### src/rtl/disc_flipper.sv
// -----------------------------------------------------------------------------
// disc_flipper
//   Commits a validated move to board memory. It first writes the mover's disc
//   at the placed square. It then walks every validated direction in ascending
//   index order and turns opponent discs into the mover's colour until the walk
//   reaches a cell that is not an opponent disc. It owns the board memory port
//   while busy.
//
// Ports
//   clock, reset       system clock; synchronous active-low reset
//   start              one-cycle request, only accepted in IDLE
//   s_addr_in          placed square (row*BOARD_DIM + col)
//   player             0 = black (01), 1 = white (10)
//   dir_mask           bit i set = direction i validated
//   data_in            synchronous read data (one cycle after address)
//   addr_out, data_out memory address / write data
//   wren_o             memory write enable
//   ctrl_mem           1 while this block owns the memory port
//   busy               high from the cycle after start until done
//   done_o             one-cycle completion pulse
//   flip_count         discs flipped (saturates at 31), held until next start
//
// Timing note: address/data/write-enable are registered from the decision made
// in the current state, so each access appears on the port one cycle after the
// state that issued it. A read issued in STEP is presented during WAIT and its
// data is back in CHK. Status outputs (busy, ctrl_mem, done_o) are registered
// from the next state, so they line up with the state itself.
// -----------------------------------------------------------------------------
module disc_flipper #(
    parameter int ADDR_W    = 7,
    parameter int BOARD_DIM = 8
) (
    input  logic              clock,
    input  logic              reset,
    input  logic              start,
    input  logic [ADDR_W-1:0] s_addr_in,
    input  logic              player,
    input  logic [7:0]        dir_mask,
    input  logic [1:0]        data_in,
    output logic [ADDR_W-1:0] addr_out,
    output logic [1:0]        data_out,
    output logic              wren_o,
    output logic              ctrl_mem,
    output logic              busy,
    output logic              done_o,
    output logic [4:0]        flip_count
);

    localparam int SW = ADDR_W + 1;

    localparam logic signed [SW-1:0] ZERO_S   = SW'(0);
    localparam logic signed [SW-1:0] ONE_S    = SW'(1);
    localparam logic signed [SW-1:0] ROW_S    = SW'(BOARD_DIM);
    localparam logic signed [SW-1:0] DIAG_L_S = SW'(BOARD_DIM - 1);
    localparam logic signed [SW-1:0] DIAG_R_S = SW'(BOARD_DIM + 1);
    localparam logic signed [SW-1:0] MAX_CELL = SW'(BOARD_DIM * BOARD_DIM - 1);
    localparam logic [ADDR_W-1:0]    LAST_COL = ADDR_W'(BOARD_DIM - 1);
    localparam logic [ADDR_W-1:0]    FIRST_COL = ADDR_W'(0);

    typedef enum logic [2:0] {
        S_IDLE    = 3'd0,
        S_PLACE   = 3'd1,
        S_DIR_SEL = 3'd2,
        S_STEP    = 3'd3,
        S_WAIT    = 3'd4,
        S_CHK     = 3'd5,
        S_WR      = 3'd6,
        S_DONE    = 3'd7
    } state_t;

    // Signed cell offset for each direction index.
    function automatic logic signed [SW-1:0] dir_step(input logic [2:0] d);
        case (d)
            3'd0:    return ONE_S;
            3'd1:    return -ONE_S;
            3'd2:    return ROW_S;
            3'd3:    return -ROW_S;
            3'd4:    return DIAG_L_S;
            3'd5:    return -DIAG_L_S;
            3'd6:    return DIAG_R_S;
            3'd7:    return -DIAG_R_S;
            default: return ZERO_S;
        endcase
    endfunction

    // Directions whose step moves one column to the right (+1, -7, +9).
    function automatic logic moves_right(input logic [2:0] d);
        return (d == 3'd0) || (d == 3'd5) || (d == 3'd6);
    endfunction

    // Directions whose step moves one column to the left (-1, +7, -9).
    function automatic logic moves_left(input logic [2:0] d);
        return (d == 3'd1) || (d == 3'd4) || (d == 3'd7);
    endfunction

    // Index of the lowest set bit; only meaningful for a non-zero mask.
    function automatic logic [2:0] lowest_bit(input logic [7:0] m);
        logic [2:0] idx;
        idx = 3'd0;
        for (int i = 7; i >= 0; i--) begin
            if (m[i]) begin
                idx = 3'(i);
            end else begin
                idx = idx;
            end
        end
        return idx;
    endfunction

    state_t             state_q, state_d;
    logic [ADDR_W-1:0]  s_addr_q, s_addr_d;
    logic [1:0]         own_q, own_d;
    logic [7:0]         rem_q, rem_d;
    logic [2:0]         dir_q, dir_d;
    logic [ADDR_W-1:0]  cur_q, cur_d;
    logic [ADDR_W-1:0]  addr_q, addr_d;
    logic [1:0]         data_q, data_d;
    logic               wren_q, wren_d;
    logic               ctrl_q, ctrl_d;
    logic               busy_q, busy_d;
    logic               done_q, done_d;
    logic [4:0]         count_q, count_d;

    logic signed [SW-1:0] nxt_s;
    logic [ADDR_W-1:0]    col_s;
    logic                 abort_s;

    // Neighbour cell of cur along the active direction, and whether it is off-board.
    always_comb begin
        nxt_s   = $signed({1'b0, cur_q}) + dir_step(dir_q);
        col_s   = cur_q % ADDR_W'(BOARD_DIM);
        abort_s = (nxt_s < ZERO_S) || (nxt_s > MAX_CELL)
                  || (moves_right(dir_q) && (col_s == LAST_COL))
                  || (moves_left(dir_q)  && (col_s == FIRST_COL));
    end

    // Next-state and registered-output decode.
    always_comb begin
        state_d  = state_q;
        s_addr_d = s_addr_q;
        own_d    = own_q;
        rem_d    = rem_q;
        dir_d    = dir_q;
        cur_d    = cur_q;
        addr_d   = addr_q;
        data_d   = data_q;
        wren_d   = 1'b0;
        count_d  = count_q;

        case (state_q)
            S_IDLE: begin
                if (start) begin
                    s_addr_d = s_addr_in;
                    own_d    = player ? 2'b10 : 2'b01;
                    rem_d    = dir_mask;
                    count_d  = 5'd0;
                    state_d  = S_PLACE;
                end else begin
                    state_d  = S_IDLE;
                end
            end
            S_PLACE: begin
                if (rem_q == 8'd0) begin
                    state_d = S_DONE;
                end else begin
                    addr_d  = s_addr_q;
                    data_d  = own_q;
                    wren_d  = 1'b1;
                    state_d = S_DIR_SEL;
                end
            end
            S_DIR_SEL: begin
                if (rem_q == 8'd0) begin
                    state_d = S_DONE;
                end else begin
                    dir_d   = lowest_bit(rem_q);
                    // Clear the lowest set bit.
                    rem_d   = rem_q & (rem_q - 8'd1);
                    cur_d   = s_addr_q;
                    state_d = S_STEP;
                end
            end
            S_STEP: begin
                if (abort_s) begin
                    state_d = S_DIR_SEL;
                end else begin
                    addr_d  = nxt_s[ADDR_W-1:0];
                    cur_d   = nxt_s[ADDR_W-1:0];
                    state_d = S_WAIT;
                end
            end
            S_WAIT: begin
                state_d = S_CHK;
            end
            S_CHK: begin
                if (data_in == ~own_q) begin
                    state_d = S_WR;
                end else begin
                    state_d = S_DIR_SEL;
                end
            end
            S_WR: begin
                addr_d  = cur_q;
                data_d  = own_q;
                wren_d  = 1'b1;
                count_d = (count_q == 5'd31) ? count_q : count_q + 5'd1;
                state_d = S_STEP;
            end
            S_DONE: begin
                state_d = S_IDLE;
            end
            default: begin
                state_d = S_IDLE;
            end
        endcase

        ctrl_d = (state_d != S_IDLE) && (state_d != S_DONE);
        busy_d = ctrl_d;
        done_d = (state_d == S_DONE);
    end

    // State and output registers.
    always_ff @(posedge clock) begin
        if (!reset) begin
            state_q  <= S_IDLE;
            s_addr_q <= '0;
            own_q    <= 2'b01;
            rem_q    <= 8'd0;
            dir_q    <= 3'd0;
            cur_q    <= '0;
            addr_q   <= '0;
            data_q   <= 2'b00;
            wren_q   <= 1'b0;
            ctrl_q   <= 1'b0;
            busy_q   <= 1'b0;
            done_q   <= 1'b0;
            count_q  <= 5'd0;
        end else begin
            state_q  <= state_d;
            s_addr_q <= s_addr_d;
            own_q    <= own_d;
            rem_q    <= rem_d;
            dir_q    <= dir_d;
            cur_q    <= cur_d;
            addr_q   <= addr_d;
            data_q   <= data_d;
            wren_q   <= wren_d;
            ctrl_q   <= ctrl_d;
            busy_q   <= busy_d;
            done_q   <= done_d;
            count_q  <= count_d;
        end
    end

    assign addr_out   = addr_q;
    assign data_out   = data_q;
    assign wren_o     = wren_q;
    assign ctrl_mem   = ctrl_q;
    assign busy       = busy_q;
    assign done_o     = done_q;
    assign flip_count = count_q;

endmodule

### config.mk
export PLATFORM = sky130hd
export DESIGN_NAME = disc_flipper
export DESIGN_NICKNAME = d
export VERILOG_FILES = /design/src/rtl/disc_flipper.sv
export SDC_FILE = /design/constraint.sdc
export NUM_CORES = 1
export LEC_CHECK = 0
export ABC_AREA = 1
export CORE_ASPECT_RATIO = 0.7
export CORE_UTILIZATION = 30
export CTS_CLUSTER_DIAMETER = 80
export DETAILED_ROUTE_END_ITERATION = 16
export PLACE_DENSITY_LB_ADDON = 0.3
export RECOVER_POWER = 100
export SYNTH_ARGS = -nofsm -noshare
export SYNTH_HDL_FRONTEND = slang
export SYNTH_SLANG_ARGS = --single-unit
export TNS_END_PERCENT = 10
### constraint.sdc
create_clock -name clock -period 2.66 [get_ports clock]
set_clock_uncertainty 0.15 [all_clocks]
set_input_delay 0.532 -clock clock [delete_from_list [all_inputs] [get_ports clock]]
set_output_delay 0.532 -clock clock [all_outputs]
set_load 0.01 [all_outputs]
==> flow_summary.yaml, run 1 <==
yosys:
  synth_nets: 461
  synthDistinctLibCells: 36
  syn_area_per_cell_um2: 6.72
  yosysTopAreaCellShare_pct: 35.5
  seq_area_frac_synth_pct: 35.5
  yosys.area.top_type: "dfxtp_1"
  synth_area_leaders: "dfxtp_1 (35%), nand2_1 (12%), a21oi_1 (7.7%)"
  synthesis.area_um2: 2880
  synthCells: 428
  yosysWarnings: 0
  synth-seq-cells: 51
timing:
  setup_ws_ns: 0.249
  fin_crit_ns: 2.41
  setup_tns_ns: 0
  max_freq_ghz: 0.415
  slew_viol_final: 0
  setup_viol: 0
  period_share_pct: 90.6
  tightest_slew_ns: 1.14
  rsz0062_at_grt: "no"
  slew-limit-headroom_pct: 24.0
  finalHoldViolations: 0
final_layout:
  multi_input_comb_area_um2: 1500
  drive_above_1_share_pct: 5.79
  register_area_um2: 1020
  fillers: 974
  area_growth_syn_to_layout_pct: 21.1
  fin_nets: 498
  final_area_um2: 3490
  antenna_cells: 0
clock_network:
  cts_resized: 0
  clk_pin_slew_ns: 0.06
  cts_buffer_depth: 2
  clk_latency_ns: 0.29
  tritoncts: "done"
  cts_max_level: 2
  post_cts_buffers: 0
  cts.sinks: 51
  cts_made_buffers: 5
  hold_buffers: 0
  root_buffer: "clkbuf_16"
setup_path:
  crit_path_max_fanout: 15
  critPathArrivalTime_ns: 2.44
  startpoint_type: "primary input"
  endpoint_kind: "register"
  cp.required_ns: 2.69
  crit_type: "primary input to register"
flow_run:
  drv_cap: 0
routing:
  drc: 0
  wirelength_mm: 7.07
  detail-route-antenna-nets: 0
  num_vias: 2728
  first_pass_iters: 4
  viasPerCell: 4.62
  drt_iter0_markers: 181
  wl_per_cell_um: 12.0
global_route:
  antenna_found_initial: 0
  gr-usage-all-layers_pct: 15.2
  grt_pass1_vias: 2522
  grt_first_pass_wirelength_mm: 12.2
  grt_max_degree: 31
  overflow: 0
floorplan:
  io_pins: 39
  chipHeight_um: 83.9
  start_util_pct: 31.3
  die_area_um2: 9990
  core_area_um2: 9180
  rows: 29
  die_x_um: 119
power_and_ir_drop:
  power_switching_share_pct: 43.3
  p_switching_w: 0.00163
  p_per_area_nw_per_um2: 1080
  seqPwrFrac_pct: 33.8
  p_leak_nw: 1.57
  ir_drop_mv: 0.403
  p_comb_share_pct: 49.4
  clkPwrFrac_pct: 16.8
  finalPower_w: 0.00376
  internal-power_w: 0.00213
min_path:
  hold_class: "register to register"
place:
  dp_slack_ns: 0.277
  io_buffers: 38
  gp_congestion: 0.880
  hpwlAfterDp_mm: 5.35
  postPlaceCellArea_um2: 3380
status:
  status: "finished, final reports clean"
cells in the mapped netlist (all sizes together):
cell / number
a21oi: 46
inv: 62
xnor2: 3
dfxtp: 51
o21ai: 28
or2: 1
nand2: 93
nand4: 2
nor3: 5
a21boi: 1
clkbuf: 2
a221oi: 2
clkinv: 1
buf: 11
nand3: 39
xor2: 1
ha: 11
o21a: 1
fa: 1
nor2: 60
and3: 1
o21bai: 1
o22ai: 2
o211ai: 3
placed cells by master, fill, tap and decap left out, drive strengths merged:
cell type,count
o22ai,2
nor2,60
ha,11
dlygate4sd3,19
fa,1
xnor2,3
xor2,1
a21oi,46
nand4,2
clkbuf,7
clkdlybuf4s50,19
o21a,1
nor3,5
or2,1
nand3,39
o21ai,28
clkinv,2
a21boi,1
o21bai,1
dfxtp,51
a221oi,2
buf,5
o211ai,3
inv,62
nand2,93
and3,1
final timing paths:
check              startpoint       endpoint  slack [ns]  cells after the start
setup / recovery        start    s_addr_q[1]        0.25                      8
hold / removal    s_addr_q[6]    s_addr_q[6]        0.33                      2
hold reg to reg   s_addr_q[6]    s_addr_q[6]        0.33                      2
setup reg to reg   state_q[2]  flip_count[2]        0.33                      7
flip-flops by register name, indices dropped and copies added (netlist names), named ones only:
signal and cells:
addr_out 7, busy 1, cur_q 7, data_out 2
dir_q 3, done_o 1, flip_count 5, own_q 2
rem_q 8, s_addr_q 7, state_q 3, wren_o 1
stage by stage:
stage | utilization, % | hold slack (ns) | std cells
2_1_floorplan | - | 0.288 | 428
3_3_place_gp | 36.8 | 0.312 | 582
3_5_place_dp | 36.8 | 0.316 | 582
4_1_cts | 38.3 | 0.325 | 590
5_1_grt | 38.0 | 0.340 | 590
6_report | 38.0 | 0.326 | 590
critical path, stage by stage:
cell and delay (ns):
dlygate4sd3_1 0.54, o211ai_1 0.08, inv_1 0.08, nand2_1 0.13
nor2_2 0.57, inv_4 0.17, o21ai_0 0.26, a21oi_1 0.06
power groups by stage:
stage               Sequential [W]  Combinational [W]  Clock, W
global route               0.00131            0.00214  0.000687
floorplan                  0.00126            0.00144         0
detailed placement         0.00129            0.00193         0
finish                     0.00127            0.00186  0.000631
global placement           0.00129            0.00193         0
CTS                        0.00128            0.00194  0.000646
logic make-up after synthesis:
family,synth area share [%]
and+or+nand+nor,30.7
AOI/OAI and AO/OA,15.7
xor gates and xnor gates,1.22
adders and majority gates,5.48
buffers and inverters,11.4
DFF,35.5
metal layers:
layer,vias up,global-route usage (%),part of all wire (%)
met2,77,21.7,40
met3,6,2.87,6.4
met4,0,4.14,0.99
met1,1198,22.8,53
li1,1447,-,-
met5,-,0,0
area by class of cell:
cell class              count  share of cell area [%]
clock buffers               7                    3.80
clock inverters             1                   0.144
inverters                  63                    6.93
multi-input cells         301                    43.0
flip-flops and latches     51                    29.3
well taps                 124                    4.45
repair buffers             43                    12.3
No activity file was read; power rests on OpenSTA's default activity.
==> inputs of run 2 (changes only) <==
--- a/config.mk
+++ b/config.mk
@@ -9,6 +9,7 @@
 export CORE_ASPECT_RATIO = 0.7
 export CORE_UTILIZATION = 30
 export CTS_CLUSTER_DIAMETER = 80
+export CTS_CLUSTER_SIZE = 24
 export DETAILED_ROUTE_END_ITERATION = 16
 export PLACE_DENSITY_LB_ADDON = 0.3
 export RECOVER_POWER = 100
==> results of run 2 <==
Final layout, timing and power as in run 1 (identical DEF).
